[config.mk]
export PLATFORM = sky130hd
export DESIGN_NAME = core_opmux_fwd
export DESIGN_NICKNAME = d
export VERILOG_FILES = /design/src/rtl/core_opmux_fwd.sv
export SDC_FILE = /design/constraint.sdc
export NUM_CORES = 1
export LEC_CHECK = 0
export CAP_MARGIN = 0
export CORE_ASPECT_RATIO = 0.75
export CORE_MARGIN = 10
export CORE_UTILIZATION = 37
export CTS_CLUSTER_DIAMETER = 200
export CTS_CLUSTER_SIZE = 8
export DETAILED_ROUTE_END_ITERATION = 16
export MAX_ROUTING_LAYER = met4
export PLACE_DENSITY = 0.89
export RECOVER_POWER = 100
export SETUP_SLACK_MARGIN = 0.3
export SYNTH_ARGS = -nofsm -noshare
export SYNTH_HDL_FRONTEND = slang
export SYNTH_SLANG_ARGS = --single-unit
[constraint.sdc]
create_clock -name clk -period 3.4 [get_ports clk]
set_input_delay 0.85 -clock clk [delete_from_list [all_inputs] [get_ports clk]]
set_output_delay 0.85 -clock clk [all_outputs]
set_load 0.03 [all_outputs]
[src/rtl/core_opmux_fwd.sv]
// Operand mux with EX/WB forwarding, load-use hazard stall and a one-entry output stage.
// Build macro CORE_OPMUX_FWD_EN enables forwarding; undefined, any pending write to a used source stalls.
module core_opmux_fwd #(
    parameter int DW = 32,
    parameter int AW = 5,
    parameter int CW = 16
) (
    input  logic          clk,
    input  logic          rst,
    input  logic          id_valid,
    output logic          id_ready,
    input  logic [DW-1:0] ra,
    input  logic [DW-1:0] rb,
    input  logic [AW-1:0] ra_addr,
    input  logic [AW-1:0] rb_addr,
    input  logic          ra_use,
    input  logic          rb_use,
    input  logic [DW-1:0] id_pc,
    input  logic [DW-1:0] imm,
    input  logic [1:0]    sel_a,
    input  logic [1:0]    sel_b,
    input  logic          ex_wr_en,
    input  logic [AW-1:0] ex_wr_addr,
    input  logic [DW-1:0] ex_wr_data,
    input  logic          ex_is_load,
    input  logic          wb_wr_en,
    input  logic [AW-1:0] wb_wr_addr,
    input  logic [DW-1:0] wb_wr_data,
    input  logic          ex_ready,
    input  logic          flush,
    output logic [DW-1:0] a,
    output logic [DW-1:0] b,
    output logic          op_valid,
    output logic [CW-1:0] hazard_cnt
);

    // Handshake: an operand set moves from ID on a cycle with id_valid & id_ready;
    // a/b move to EX on a cycle with op_valid & ex_ready. flush overrides both.
    typedef enum logic {
        EMPTY = 1'b0,
        FULL  = 1'b1
    } state_t;

    state_t        state;
    logic [DW-1:0] ra_val;
    logic [DW-1:0] rb_val;
    logic [DW-1:0] a_next;
    logic [DW-1:0] b_next;
    logic          haz_a;
    logic          haz_b;
    logic          hazard;
    logic          accept;

`ifdef CORE_OPMUX_FWD_EN
    // EX has priority over WB; register 0 is hardwired and never forwarded.
    always_comb begin
        ra_val = ra;
        if (ra_addr != '0) begin
            if (ex_wr_en && (ex_wr_addr == ra_addr)) begin
                ra_val = ex_wr_data;
            end else if (wb_wr_en && (wb_wr_addr == ra_addr)) begin
                ra_val = wb_wr_data;
            end
        end
    end

    always_comb begin
        rb_val = rb;
        if (rb_addr != '0) begin
            if (ex_wr_en && (ex_wr_addr == rb_addr)) begin
                rb_val = ex_wr_data;
            end else if (wb_wr_en && (wb_wr_addr == rb_addr)) begin
                rb_val = wb_wr_data;
            end
        end
    end

    // Only a load in EX cannot be forwarded in time.
    assign haz_a = ra_use && (ra_addr != '0) && ex_wr_en && ex_is_load && (ex_wr_addr == ra_addr);
    assign haz_b = rb_use && (rb_addr != '0) && ex_wr_en && ex_is_load && (ex_wr_addr == rb_addr);
`else
    logic unused_ok;

    assign unused_ok = ^{ex_wr_data, ex_is_load};
    assign ra_val    = ra;
    assign rb_val    = rb;

    // Without forwarding, every in-flight write to a used source must retire first.
    assign haz_a = ra_use && (ra_addr != '0) &&
                   ((ex_wr_en && (ex_wr_addr == ra_addr)) || (wb_wr_en && (wb_wr_addr == ra_addr)));
    assign haz_b = rb_use && (rb_addr != '0) &&
                   ((ex_wr_en && (ex_wr_addr == rb_addr)) || (wb_wr_en && (wb_wr_addr == rb_addr)));
`endif

    assign hazard = haz_a || haz_b;

    always_comb begin
        a_next = '0;
        case (sel_a)
            2'd0:    a_next = ra_val;
            2'd1:    a_next = id_pc;
            2'd2:    a_next = wb_wr_data;
            default: a_next = '0;
        endcase
    end

    always_comb begin
        b_next = '0;
        case (sel_b)
            2'd0:    b_next = rb_val;
            2'd1:    b_next = id_pc;
            2'd2:    b_next = imm;
            default: b_next = wb_wr_data;
        endcase
    end

    assign id_ready = ((state == EMPTY) || ex_ready) && !hazard && !flush;
    assign accept   = id_valid && id_ready;
    assign op_valid = (state == FULL);

    always_ff @(posedge clk or posedge rst) begin
        if (rst) begin
            state <= EMPTY;
            a     <= '0;
            b     <= '0;
        end else if (flush) begin
            state <= EMPTY;
        end else if (accept) begin
            state <= FULL;
            a     <= a_next;
            b     <= b_next;
        end else if (ex_ready) begin
            state <= EMPTY;
        end
    end

    // Counts stalled offers once per cycle, whichever sources collide.
    always_ff @(posedge clk or posedge rst) begin
        if (rst) begin
            hazard_cnt <= '0;
        end else if (id_valid && hazard && !flush && (hazard_cnt != '1)) begin
            hazard_cnt <= hazard_cnt + CW'(1);
        end
    end

endmodule

# ---- After elaboration in Yosys (flattened, before gate mapping)
# Cells that the tools add are included.
dict set report op_classes {
  addsub 1
  eq_ne 9
  muxes 5
  n_bitwise 2
  reduce_logical 26
}
# operator count
set ops {}
lappend ops {{32-bit one-hot mux with 3 select lines} 2}
lappend ops {{5-bit == test} 4}
lappend ops {{16-bit by 1-bit adder with 16-bit output (second input constant)} 1}
lappend ops {{16-bit != test (second input constant)} 1}
lappend ops {{1-bit logical AND} 14}
lappend ops {{5-bit nonzero test} 2}
lappend ops {{2-bit by 1-bit == test with 1-bit output (second input constant)} 2}
lappend ops {{2-bit == test (second input constant)} 2}
lappend ops {{2-bit zero test} 2}
lappend ops {{1-bit logical OR} 4}
lappend ops {{1-bit 2-to-1 mux} 3}
lappend ops {{3-bit nonzero test} 1}
lappend ops {{1-bit zero test} 2}
lappend ops {{1-bit NOT} 2}
lappend ops {{2-bit AND reduction} 1}
dict set report word_totals {
  regBits 81
  output_inout_bits 82
  input_bits 226
}

# ---- Logic depth before layout (Yosys ltp)
dict set report depth {
  word_depth 11
  mapped_depth 8
  ltp_nobuf 6
}

# ---- Least setup slack after synthesis
# Ideal clock, no wire load.
dict set report synth_path {
  kind {input port to output port}
  from {input rb_addr[1]}
  to {output id_ready}
  slack_ns -0.274
  stages 6
  t_required_ns 2.550
  arrival_ns 2.824
  cell_sequence {or4_1 -> o21a_1 -> a22o_1 -> buf_2 -> clkbuf_1 -> nor3_1}
}
dict set report synth_via {
  elab_chain_len 8
  word_cells_on_any_way 12
  cone_classes {eq/ne (2); reduce/logical (10)}
}
# item line_no
set synth_lines {}
lappend synth_lines {{start, declared} 15} ;# input logic [AW-1:0] rb_addr,
lappend synth_lines {{5-bit == test} 92} ;# ((ex_wr_en && (ex_wr_addr == rb_addr)) || (wb_wr_en && (wb_wr_addr == rb_addr)));
lappend synth_lines {{1-bit logical AND} 92}
lappend synth_lines {{1-bit logical OR} 92}
lappend synth_lines {{1-bit logical AND *} 91} ;# assign haz_b = rb_use && (rb_addr != '0) &&
lappend synth_lines {{1-bit logical OR *} 95} ;# assign hazard = haz_a || haz_b;
lappend synth_lines {{1-bit zero test *} 117} ;# assign id_ready = ((state == EMPTY) || ex_ready) && !hazard && !flush;
lappend synth_lines {{1-bit logical AND * (2 in series)} 117}
lappend synth_lines {{end, declared} 11} ;# output logic id_ready,
# Every way passes the cells marked *; elsewhere a longest branch is shown, timed or not.

# ---- Final worst setup path
# Ends and elaborated chain as after synthesis.

==> summary.md <==
| Metric | Value |
|---|---|
| Synthesized cell area | ~4800 um2 |
| Slew @ Worst Pin | roughly 1.6 ns |
| Crit path kind | in2out |
| Type of destination of the critical path | output port |
| CTS Root Cell | clkbuf_16 |
| Pins over their slew limit | 38 |
| Crit path max fanout | 2 |
| Slew margin rel. | -9.45% |
| Unrepaired setup endpoints after global routing | yes |
| Period minus WS final | around 3.2 ns |
| CP startpoint kind | input pin |
| CP arrival | ~2.4 ns |
| Buffers on Ports | ~270 |
| Fin area | 8180 um2 |
| Synth Register Bits | 81 |
| Hold WS | a little under 0.5 ns |
| PwrDens | 451 nW/um2 |
| Routed wire per std cell | 21.3 um |
| Min-Delay Path Depth | 1 |
| Worst R2R Start | op_valid$_DFFE_PP0P_ |
| Syn-to-layout area delta | 69.0% |
| CTS tree | built |
| Detailed-route vias per instance | 5.30 |
| Total number of vias | 4,732 |
| Vias in the first global route | 5,257 |
| DRC errors left | 0 |
| RR Endpoint | a[2]$_DFFE_PP0P_ |
| Final period util | a little over nine tenths |
| Die area | 18,100 um2 |
| Final hold violation count | 0 |
| Max cap viols | 1 |
| CTS Buf Count | 9 |
| Cell Area, Placed | 7900 um2 |
| Drt pass-1 iters | 4 |
| Clock latency on the worst-skew pair | 0.32 ns |
| Status | complete, but fails checks |
| Endpoints failing setup | 0 |
| Clock Pin Slew Worst Setup and Hold Paths | 0.06 ns |
| CORE AREA | roughly 13,000 um2 |
| Initial antenna violation count | 0 |
| Row Count | 36 |
| Fraction of the yosys area taken by sequential cells | 41.9% |
| R2R depth | 7 |
| WL final | 19,000 um |
| Total global routing overflow | 0 |
| Post-synth EDFFs | 0 |
| Worst Hold Class | reg2reg |
| Max VDD drop | 0.321 mV |
| Nets | 942 |
| DRT antenna net count | 0 |
| Htree depth | 3 |
| I/O Pins | 308 |
| Detailed Place HPWL | 15,300 um |
| R2R setup slack | 1.16 ns |
| First-pass GRT wire length | between 20,000 and 30,000 um |
| Top FF cell, synth | dfrtp_1 |
| Post-synth cell types | 30 |
| Mean Syn Cell Area | 11.2 um2 |
| Die span in x | 152 um |
| Starting Density | a little under two fifths |
| Asr flop ratio synth | 100% |
| Routability cong. | 0.933 |
| Setup crit start | rb_addr[1] |
| Ratio of cells with drive above 1 in the final layout | 17.1% |
| Leakage | 3.38 nW |
| Die Y | 119 um |
| Mapped Cells | around 430 |
| Failing checks | capacitance limit, slew limit |
| Syn Nets | 659 |
| DR iter-0 viols | between 200 and 250 |
| Max Root-Sink Buffers | 2 |
| Tot GR Track Use | between 20% and 30% |
| Min-delay src | hazard_cnt[9]$_DFFE_PP0P_ |
| Fmax | around 0.31 GHz |
| Final Skew | 0.00687 ns |
| CP required | between 2 and 3 ns |
| CTS sink cnt | 81 |
| Largest net degree at the start of global routing | 38 |
| Worst Hold End | hazard_cnt[9]$_DFFE_PP0P_ |
| Yosys warning total | 0 |
## worst max-delay path by stage
stage | endpoint
finish | id_ready
global route | id_ready
CTS | id_ready
detailed placement | id_ready
global placement | id_ready
floorplan | id_ready
## sequential cells by signal, summed over array words and instances, names as in the netlist
register	count
a	32
b	32
hazard_cnt	16
op_valid	1
## worst max-delay path, cell delays in order
cell      delay [ns]
clkbuf_1        0.09
or4_1           0.57
o21a_1          0.21
a22o_1          0.27
nor3_4          0.12
clkbuf_2        0.23
## synthesized netlist by cell type (all sizes together), types with 2 or more instances
cell type,n,area [um2]
mux2,33,372
o21a,3,22.5
dfrtp,81,2030
nor2b,2,12.5
o22ai,2,12.5
clkbuf,16,60.1
nand3,8,40.0
buf,17,98.8
or4,2,15.0
and4,3,26.3
nand4,12,75.1
a21oi,64,320
nor2,66,248
nand2,5,18.8
and2,2,12.5
and3,7,43.8
inv,3,11.3
xnor2,35,307
mux2i,32,320
mux4,32,721
## through the flow
step / utilization, % / TNS [ns] / setup slack (ns) / std cells / power, mW
after CTS: 64.0 / 0 / 0.300 / 891 / 3.82
after global placement: 61.3 / -0.122 / -0.122 / 872 / 2.70
after global routing: 63.5 / 0 / 0.140 / 891 / 3.87
after detailed placement: 61.3 / -0.148 / -0.148 / 872 / 2.74
after floorplan: - / 0 / 0.131 / 432 / 1.97
final: 63.5 / 0 / 0.201 / 892 / 3.69
## power by group
group          switching [mW]  leakage [nW]  internal (mW)
clock network           0.402         0.159          0.666
logic                   0.740          2.25          0.659
registers              0.0894         0.975           1.14
total                    1.23          3.38           2.46
## kinds of logic (layout without fill, tap and decap cells)
family,count (synthesis),after routing,synth area share [%]
flops,81,81,41.9
xor+xnor,35,35,6.33
buf+inv,36,324,3.52
fa+ha+maj,1,1,0.258
other cells,0,1,0
simple gates,110,110,10.6
mux,97,97,29.2
compound gates,72,72,8.27
## metal layers
| layer | wire length, um | part of all wire (%) | vias to the layer above | track usage [%] |
|---|---|---|---|---|
| met5 | 0 | 0 | - | - |
| met1 | 7880 | 41 | 2342 | 24.3 |
| li1 | - | - | 2155 | - |
| met4 | 217 | 1.1 | 0 | 4.62 |
| met3 | 1270 | 6.7 | 18 | 5.86 |
| met2 | 9620 | 51 | 217 | 35.5 |
## final cells by class
type	count	area (um2)
Clock inverter	6	90.1
Fill cell	1027	4700
Inverter	3	12.5
Tap cell	171	214
Multi-Input combinational cell	315	2650
Timing Repair Buffer	305	2950
Antenna cell	1	2.50
Sequential cell	81	2030
Clock buffer	10	239
## cell usage in the layout, fill, tap and decap left out, types with 6 or more instances in the layout
master             n
buf_4             22
and3_1             7
dfrtp_1           81
clkdlybuf4s50_1  171
mux2_2            33
dlygate4sd2_1      7
xnor2_1           35
nor2_1            66
buf_2              6
nand3_1            8
a21oi_1           64
mux2i_1           32
mux4_2            32
clkbuf_16          9
nand4_1           12
dlygate4sd3_1     82
## what timing repair did
item                       in CTS  in global routing
setup buffers                   3                  0
pin swaps                       9                  5
setup endpoints to repair       1                  1
hold buffers                    0                  0
gates resized for setup        41                  2
(Power assumes the default switching activity.)
==> RTL edit 1, RTL diff (same settings) <==
Build with the macro `CORE_OPMUX_FWD_EN` defined.
--- a/src/rtl/core_opmux_fwd.sv
+++ b/src/rtl/core_opmux_fwd.sv
@@ -1,5 +1,7 @@
 // Operand mux with EX/WB forwarding, load-use hazard stall and a one-entry output stage.
 // Build macro CORE_OPMUX_FWD_EN enables forwarding; undefined, any pending write to a used source stalls.
+`define CORE_OPMUX_FWD_EN
+
 module core_opmux_fwd #(
     parameter int DW = 32,
     parameter int AW = 5,
Behaviour: not the same (a bounded check fails within 4 cycles, from zero or initial values and one cycle with rst high).
==> RTL edit 1 against the unedited design <==
The run still ends with capacitance limit, slew limit left; highest routed layer unchanged; final area grew 26%; utilization shrank 2.6 points; wire length is 61% higher; combinational power increased by 6%; sequential cell count is the same; largest power group unchanged; worst setup slack improved by 34 ps; synthesized cell count increased by 67%; power rose by 4.8%; sequential share of layout area fell by 5.1 points; synthesized area is 32% higher; global-route usage rose by 5.2 points; register-to-register slack gained 280 ps; largest cell class is now multi-input gates.
==> RTL edit 1: results (changes against the unedited design) <==
stage	metric	value	unit	change
outcome	outcome	finished with violations		
synthesis	syn_nets	947		+44%
global_routing	grt_max_degree	82		+120%
pwr	internal-power	0.00254	W	+3.2%
pwr	powerClk	0.00117	W	+9%
layout	multiInputGateArea	3970	sq um	+50%
critical_path	r2r-start	hazard_cnt[0]		
pwr	power.leakage	4.17	nW	+23%
layout	buffer_area_frac	0.344		-0.0164
synthesis	yosys-top-cells-count	dfrtp_1, clkbuf_1, nand2_1, nor2_1		
cts	cts_setup_buffers	2		-1
critical_path	slowest_delay	480	ps	-90 ps
placed_design	gp_congestion	0.975		+4.5%
route	dr_wl_met3	3.61	mm	+180%
outcome	violations	capacitance limit, slew limit		
die	die_area	22900	sq um	+27%
synthesis	synthDistinctLibCells	44		+47%
critical_path	cp_max_fo	3		+1
critical_path	crit_arrival	2310	ps	-40 ps
route	first_iter_violations	924		+280%
global_routing	met1_usage	0.314		+0.0712
global_routing	track_usage	0.261		+0.0523
layout	num-nonclk-inverters	33		+30
critical_path	r2r-end	hazard_cnt[1]		
placed_design	place_area	9910	sq um	+25%
min_path	min_to	b[9]		
timing	tightest_slew	1990	ps	+360 ps
global_routing	grtUsageMet3	0.0942		+0.0355
route	drt-total-wl	30.5	mm	+61%
flow_run	maxCapViolations	1		unchanged
placed_design	dp_slack	-126	ps	+22.6 ps
layout	final_layout_size_suffix_gt1_frac	0.115		-0.0558
route	first_pass_iters	6		+2
timing	finClkSkew	7.87	ps	+0.995 ps
timing	maxSlewViolCount	82		+120%
==> RTL edit 1: cell count changes in the layout (fill, tap and decap cells not counted), sizes merged, moves of 32 or more <==
cell | unedited run | this run
a221oi | 1 | 62
a31oi | 0 | 33
clkdlybuf4s50 | 171 | 207
mux2 | 33 | 1
mux4 | 32 | 0
nand2 | 5 | 40
o211ai | 0 | 32
o21ai | 0 | 32
o2bb2ai | 0 | 32
==> RTL edit 1: through the flow <==
step                      cells  utilization
after floorplan             720            -
after global placement     1212        0.587
after detailed placement   1212        0.587
after CTS                  1230        0.610
after global routing       1235        0.609
final                      1235        0.609
==> RTL edit 1: worst max-delay path by stage <==
stage	from	to	slack [ps]	depth (start not counted)
after floorplan	rb_addr[4]	id_ready	120	7
after global placement	rb_addr[4]	id_ready	-110	7
after detailed placement	rb_addr[4]	a[23]	-130	10
after CTS	ex_wr_addr[3]	id_ready	300	7
after global routing	rst	a[16]	160	3
final	rb_addr[1]	id_ready	240	7
==> RTL edit 2, RTL diff (same settings) <==
Without the edit above. Register the output `hazard_cnt` once more, with the module's reset; this adds one clock of latency there. The other outputs are not delayed to match.
--- a/src/rtl/core_opmux_fwd.sv
+++ b/src/rtl/core_opmux_fwd.sv
@@ -40,6 +40,8 @@
         EMPTY = 1'b0,
         FULL  = 1'b1
     } state_t;
+
+    logic [CW-1:0] hazard_cnt_s0;
 
     state_t        state;
     logic [DW-1:0] ra_val;
@@ -137,9 +139,17 @@
     // Counts stalled offers once per cycle, whichever sources collide.
     always_ff @(posedge clk or posedge rst) begin
         if (rst) begin
+            hazard_cnt_s0 <= '0;
+        end else if (id_valid && hazard && !flush && (hazard_cnt_s0 != '1)) begin
+            hazard_cnt_s0 <= hazard_cnt_s0 + CW'(1);
+        end
+    end
+
+    always_ff @(posedge clk or posedge rst) begin
+        if (rst) begin
             hazard_cnt <= '0;
-        end else if (id_valid && hazard && !flush && (hazard_cnt != '1)) begin
-            hazard_cnt <= hazard_cnt + CW'(1);
+        end else begin
+            hazard_cnt <= hazard_cnt_s0;
         end
     end
 
Check against the original RTL: not equivalent (Yosys sat finds a counterexample within 4 cycles, from zero or initial values and one cycle with rst high).
==> RTL edit 2 against the unedited design <==
Fmax down 0.79%; largest cell class unchanged; final area increased by 4.4%; worst setup slack lost 26 ps; sequential cell count increased by 16; synthesized area increased by 9.1%; global-route usage decreased by 0.39 points; non-clock buffer count fell by 2; largest power group is now registers; power increased by 2.8%; wire length up 4.6%.
==> RTL edit 2: results (changes against the unedited design) <==
stage	metric	value	unit	change
synthesis	syn_nets	679		+3.0%
pwr	power.leakage	3.55	nW	+5.1%
min_path	min_to	hazard_cnt[15]		
outcome	outcome	finished, final reports clean		
min_path	min_from	hazard_cnt_s0[15]		
placed_design	dp_slack	-88.6	ps	+59.7 ps
critical_path	crit_arrival	2370	ps	+20 ps
global_routing	track_usage	0.205		-0.00387
synthesis	ys_seq_area_frac	0.459		+0.0408
synthesis	synth.area.top_cells	dfrtp_1, mux4_2, mux2_2		
timing	finClkSkew	5.88	ps	-0.999 ps
placed_design	gp_congestion	0.908		-2.7%
layout	diodes	0		-1
synthesis	synth_cells	452		+4.6%
min_path	min_path_cells	0		-1
layout	stdcell_count	913		+2.4%
pwr	peakVddDrop	0.000274	V	-15%
synthesis	synth-compound-area-share	0.0843		+0.00161
layout	final_layout_size_suffix_gt1_frac	0.171		about the same
layout	nNetsFinal	960		+1.9%
synthesis	yosys-top-cells-count	dfrtp_1, nor2_1, a21oi_1, xnor2_1, mux2_2		
critical_path	r2r-start	hazard_cnt_s0[7]		
placed_design	hpwlAfterDp	15.9	mm	+3.9%
global_routing	grt_pass1_wl	29.8	mm	+1.2%
layout	n_fill_cell	1121		+9.2%
route	post_drt_wl_per_cell	21.8	um	+2.2%
layout	reg_top3	a (32), b (32)		
global_routing	grt_max_degree	57		+50%
route	num_vias	4775		+0.91%
critical_path	worst_path_max_delay_cell	dlygate4sd3_1		
global_routing	grt_pass1_vias	5265		+0.15%
synthesis	synthXorXnorAreaFrac	0.0564		-0.00695
timing	slew_headroom	0.0896		+0.184
[RTL edit 2: report_power, final]
group	total [W]	switching, W	internal (W)
clock network	0.000975	0.000466	0.000509
logic	0.00140	0.000739	0.000656
registers	0.00142	0.0000915	0.00133
total	0.00379	0.00130	0.00250
[RTL edit 2: metrics by stage]
stage          setup TNS (ps)  cell area [sq um]  hold WS, ps
4_1_cts                     0               8590          430
3_5_place_dp            -88.6               8290          406
3_3_place_gp            -95.0               8290          406
2_1_floorplan               0               5300          385
5_1_grt                     0               8540          443
6_report                    0               8540          436
[RTL edit 2: layout make-up]
class	count	area share
inverter	2	0.00132
timing repair buffer	303	0.340
tap	175	0.0256
clock buffer	9	0.0264
sequential	97	0.284
multi-input combinational	320	0.315
clock inverter	7	0.00689
[RTL edit 2: worst max path at each step]
| stage | to | slack [ps] | from |
|---|---|---|---|
| 5_1_grt | id_ready | 130 | wb_wr_addr[3] |
| 4_1_cts | id_ready | 260 | rb_addr[4] |
| 3_5_place_dp | id_ready | -90 | rb_addr[1] |
| 2_1_floorplan | id_ready | 40 | rb_addr[1] |
| 3_3_place_gp | id_ready | -90 | rb_addr[1] |
| 6_report | id_ready | 180 | wb_wr_addr[3] |
[RTL edit 2: logic make-up (layout without fill, tap and decap cells)]
| kind of cell | count (synthesis) | after routing |
|---|---|---|
| AOI/OAI and AO/OA | 74 | 74 |
| xor gates and xnor gates | 34 | 34 |
| adders and majority gates | 1 | 1 |
| buffers and inverters | 35 | 321 |
| DFF | 97 | 97 |
| muxes | 97 | 97 |
| and+or+nand+nor | 114 | 114 |
[RTL edit 2: what timing repair did]
action	in CTS	in global routing
gates resized for setup	45	2
buffers inserted	2	1
setup endpoints to repair	1	1
pin swaps	13	5
[RTL edit 2: routing by layer]
layer	wire length, um	vias to the layer above	GRT usage
met5	0	-	-
met4	452	0	0.0670
met3	1510	36	0.0541
met2	10300	213	0.359
met1	7570	2323	0.225
li1	-	2203	-
[RTL edit 2: critical path, delay by kind of cell]
kind / cells / cell delay, ps
compound gates: 2 / 480
xor+xnor: 1 / 150
buf+inv: 2 / 720
simple gates: 2 / 170
